$ cat config.mk
export PLATFORM = sky130hd
export DESIGN_NAME = elevator_scheduler
export DESIGN_NICKNAME = d
export VERILOG_FILES = /design/src/rtl/elevator_scheduler.sv
export SDC_FILE = /design/constraint.sdc
export NUM_CORES = 1
export LEC_CHECK = 0
export CAP_MARGIN = 20
export CORE_MARGIN = 2
export CORE_UTILIZATION = 53
export DETAILED_ROUTE_END_ITERATION = 12
export GPL_TIMING_DRIVEN = 0
export PLACE_DENSITY = 0.81
export SLEW_MARGIN = 20
export SYNTH_ARGS = -nofsm -noshare
export SYNTH_HDL_FRONTEND = slang
export SYNTH_SLANG_ARGS = --single-unit
$ cat constraint.sdc
create_clock -name clk -period 2.5 [get_ports clk]
set_input_delay 0.5 -clock clk [delete_from_list [all_inputs] [get_ports clk]]
set_output_delay 0.5 -clock clk [all_outputs]
set_load 0.01 [all_outputs]
$ cat src/rtl/elevator_scheduler.sv
// elevator_scheduler: SCAN-ordered request latch and travel/door sequencer for a 3-floor car.
// Optional feature macro: ELEVATOR_DOOR_HOLD_EN (adds door_hold input).
`default_nettype none

module elevator_scheduler #(
    parameter int TRAVEL_CYCLES = 4,
    parameter int DOOR_CYCLES   = 3
) (
    input  logic       clk,
    input  logic       rst_n,
    input  logic [2:0] call,
`ifdef ELEVATOR_DOOR_HOLD_EN
    input  logic       door_hold,
`endif
    output logic [2:0] floor,
    output logic       door,
    output logic       moving,
    output logic       dir_up,
    output logic [2:0] pending
);

    localparam int MAX_CYCLES = (TRAVEL_CYCLES > DOOR_CYCLES) ? TRAVEL_CYCLES : DOOR_CYCLES;
    localparam int TW         = $clog2(MAX_CYCLES + 1);

    localparam logic [TW-1:0] c_travel_last = TW'(TRAVEL_CYCLES - 1);
    localparam logic [TW-1:0] c_door_last   = TW'(DOOR_CYCLES - 1);
    localparam logic [TW-1:0] c_zero        = '0;
    localparam logic [TW-1:0] c_one         = TW'(1);

    typedef enum logic [1:0] {
        ST_IDLE      = 2'd0,
        ST_MOVE      = 2'd1,
        ST_DOOR_OPEN = 2'd2
    } state_t;

    state_t          r_state;
    logic [TW-1:0]   r_timer;
    logic [2:0]      r_floor;
    logic            r_door;
    logic            r_moving;
    logic            r_dir_up;
    logic [2:0]      r_pending;

    logic            w_at_rest;
    logic            w_cur_call;
    logic [2:0]      w_latch;
    logic [2:0]      w_above;
    logic [2:0]      w_below;
    logic            w_dir_new;
    logic [2:0]      w_next_floor;
    logic            w_hold;

`ifdef ELEVATOR_DOOR_HOLD_EN
    assign w_hold = door_hold;
`else
    assign w_hold = 1'b0;
`endif

    // A call for the floor the car is standing at reopens the door rather than latching.
    assign w_at_rest  = (r_state == ST_IDLE) || (r_state == ST_DOOR_OPEN);
    assign w_cur_call = |(call & r_floor);
    assign w_latch    = r_pending | (w_at_rest ? (call & ~r_floor) : call);

    assign w_above   = {r_floor[1] | r_floor[0], r_floor[0], 1'b0};
    assign w_below   = {1'b0, r_floor[2], r_floor[2] | r_floor[1]};
    assign w_dir_new = r_dir_up ? (|(r_pending & w_above)) : ~(|(r_pending & w_below));

    assign w_next_floor = r_dir_up ? (r_floor[2] ? r_floor : {r_floor[1:0], 1'b0})
                                   : (r_floor[0] ? r_floor : {1'b0, r_floor[2:1]});

    always_ff @(posedge clk or negedge rst_n) begin
        if (!rst_n) begin
            r_state   <= ST_IDLE;
            r_timer   <= c_zero;
            r_floor   <= 3'b001;
            r_door    <= 1'b0;
            r_moving  <= 1'b0;
            r_dir_up  <= 1'b1;
            r_pending <= 3'b000;
        end else begin
            r_pending <= w_latch;
            case (r_state)
                ST_IDLE: begin
                    if (w_cur_call) begin
                        r_door  <= 1'b1;
                        r_timer <= c_zero;
                        r_state <= ST_DOOR_OPEN;
                    end else if (|r_pending) begin
                        r_dir_up <= w_dir_new;
                        r_moving <= 1'b1;
                        r_timer  <= c_zero;
                        r_state  <= ST_MOVE;
                    end
                end
                ST_MOVE: begin
                    if (r_timer == c_travel_last) begin
                        r_floor <= w_next_floor;
                        r_timer <= c_zero;
                        if (|(w_latch & w_next_floor)) begin
                            r_pending <= w_latch & ~w_next_floor;
                            r_moving  <= 1'b0;
                            r_door    <= 1'b1;
                            r_state   <= ST_DOOR_OPEN;
                        end
                    end else begin
                        r_timer <= r_timer + c_one;
                    end
                end
                ST_DOOR_OPEN: begin
                    if (w_cur_call) begin
                        r_timer <= c_zero;
                    end else if (w_hold) begin
                        r_timer <= r_timer;
                    end else if (r_timer == c_door_last) begin
                        r_door  <= 1'b0;
                        r_timer <= c_zero;
                        r_state <= ST_IDLE;
                    end else begin
                        r_timer <= r_timer + c_one;
                    end
                end
                default: begin
                    r_state <= ST_IDLE;
                end
            endcase
        end
    end

    assign floor   = r_floor;
    assign door    = r_door;
    assign moving  = r_moving;
    assign dir_up  = r_dir_up;
    assign pending = r_pending;

endmodule

`default_nettype wire

==> impl_metrics.tcl <==
set metrics [dict create \
    clockBufferDepth 2 \
    fmax_ghz 0.4421 \
    postSynthCellCount 117 \
    p_clk_share_pct 16.5 \
    grt_max_degree 15 \
    antenna_cells 0 \
    setup_viol 0 \
    power_density_nw_per_um2 857.8 \
    finish.instance_area_um2 1224 \
    detail-route-antenna-nets 0 \
    synth_top_area_share_pct 29.48 \
    slew_headroom_pct 53.85 \
    reg2reg_to "r_state[0]" \
    synth_area_leaders "dfrtp_1, ha_1, o21ai_0" \
    hp-start "r_timer[1]" \
    syn_area_um2 1018 \
    synth_top_area_cell "dfrtp_1" \
    worstSkewPairLatency_ps 290 \
    routed_wl_um 2389 \
    tightest_slew_ps 686.3 \
    synth-seq-cells 14 \
    sequentialPowerShare_pct 32.5 \
    multi_input_area_um2 604.3 \
    via_per_inst 6.075 \
    place_area_um2 1180 \
    endpoint_kind "flip-flop" \
    hold_viol 0 \
    hold-path-endpoint "r_timer[1]" \
    die-area_um2 2288 \
    cts_hold_buf 0 \
    regArea_um2 352.8 \
    ff2ff_path_depth 7 \
    hold_depth 2 \
    layout.nets 149 \
    synth_commonest_cells "o21ai_0, dfrtp_1, a21oi_1" \
    syn_avg_cell_area_um2 8.705 \
    cp-start-kind "flip-flop" \
    timing.rr.start "r_state[1]" \
    cts_setup_buffers 0 \
    pwr-share-comb_pct 50.9 \
    clk_pin_slew_ps 90 \
    wl_per_cell_um 14.93 \
    grt_usage_pct 24.09 \
    vias 972 \
    tns_ps 0 \
    io_pins 14 \
    min_period_over_period_pct 90.48 \
    start_util_pct 57.73 \
    gr-total-overflow 0 \
    drt_first_pass_iters 4 \
    fin_skew_ps 2.131 \
    seq_area_frac_synth_pct 34.64 \
    rsz0062_at_grt "no" \
    synth-main-ff-cell "dfrtp_1" \
    fillers 150 \
    antenna_found_initial 0 \
    crit_type "flip-flop to flip-flop" \
    clock-sinks 14 \
    layout-drive-gt1-share_pct 14.81 \
    required_ps 2690 \
    area_growth_pct 20.15 \
    ir_worst_vdd_mv 0.4277 \
    die_x_um 47.84 \
    p_leak_nw 0.5060 \
    netSwitchingPower_mw 0.4295 \
    crit_fanout 9 \
    grt_pass1_wl_um 3801 \
    row_count 15 \
    root_buffer "clkbuf_4" \
    core_um2 1764 \
    portBuffers 13 \
    gp_congestion 0.8481 \
    cts_tree "yes" \
    layoutNonFillerInstCount 160 \
    hp-class "flip-flop to flip-flop" \
    drv_slew 0 \
    cts_made_buffers 3 \
    drcViolationCount 0 \
    syn-num-nets 130 \
    r2r_setup_slack_ps 240 \
    synth.most_common_cell "o21ai_0" \
    synth_edf_count 0 \
    fin_crit_ps 2262 \
    total_power_mw 1.050 \
    hpwl_um 1781 \
    internal_power_mw 0.6202 \
    netSwitchingFraction_pct 40.91 \
    drt_iter0_drc 32 \
    maxCapViolCount 0 \
    ys_types 42 \
    fin_hold_ws_ps 525.1 \
    cp_data_arrival_time_ps 2450 \
    dp.cells 155 \
    status "complete, no violations" \
    h-tree-depth 1 \
    ys_warn_count 0 \
    dieHeight_um 47.84 \
    cts_resized 0 \
    synthArstFlopShare_pct 100.0 \
    grt_pass1_vias 916 \
]
layer usage:
layer  up-vias  routed length [µm]  global-route usage (%)
met5         -                   0                       0
met1       456                 994                   31.63
met4         0                  38                   11.35
met3         5                 181                   5.660
met2        43                1175                   37.33
li1        468                   -                       -
metrics by stage:
| stage | setup WS, ps | util, % |
|---|---|---|
| after floorplan | 554.7 | - |
| after detailed placement | -125.6 | 66.88 |
| after global placement | -74.15 | 66.88 |
| final | 238.0 | 69.36 |
| after global routing | 32.48 | 69.36 |
| after CTS | 177.5 | 68.94 |
kinds of logic (layout without fill, tap and decap cells):
family	after synthesis	after routing	share of synthesized area, %
adders and majority gates	8	8	9.828
DFF	14	14	34.64
and+or+nand+nor	34	34	19.29
buffers and inverters	13	31	6.019
AOI/OAI and AO/OA	48	48	30.22
area by class of cell:
class	count	share of cell area, %
well taps	25	2.556
inverters	9	2.761
repair buffers	14	11.25
flip-flops and latches	14	28.83
clock buffers	4	2.965
multi-input cells	90	49.39
plain buffers	4	2.249
critical path: stages, from the launching register on:
cell	delay, ps
dfrtp_1	430
inv_1	90
ha_1	140
clkbuf_1	290
nor2b_1	290
a211oi_1	160
or3_1	430
a311oi_1	320
worst max-delay path by stage:
stage	from	endpoint	cells after the start
2_1_floorplan	r_state[0]	door	7
3_3_place_gp	call[0]	door	6
6_report	r_state[1]	r_state[0]	7
4_1_cts	call[0]	r_timer[0]	6
5_1_grt	r_state[1]	r_state[0]	7
3_5_place_dp	call[0]	r_timer[0]	6
flip-flops by register name, summed over array words and instances (netlist names):
register and count:
floor 3, pending 3, r_timer 3, r_state 2
dir_up 1, door 1, moving 1
power by group through the flow:
stage	combinational (mW)	clock [mW]	sequential (mW)
floorplan	0.369	0	0.344
global placement	0.512	0	0.342
global route	0.592	0.182	0.348
detailed placement	0.527	0	0.345
finish	0.535	0.174	0.341
CTS	0.530	0.175	0.341
cells in the final DEF (no fill, tap or decap), types with 2 or more instances in the layout:
cell type,instances
clkdlybuf4s50_1,13
o31ai_1,4
nor3_1,3
a21oi_1,11
or3_1,2
inv_1,9
and3_2,2
nand2_1,8
and2b_2,2
clkbuf_4,3
nor2_1,5
nor2b_1,2
o21ai_0,16
ha_1,8
dfrtp_1,12
buf_4,2
dfstp_2,2
o22ai_1,2
and2b_1,2
a211oi_1,2
(Power assumes the default switching activity.)
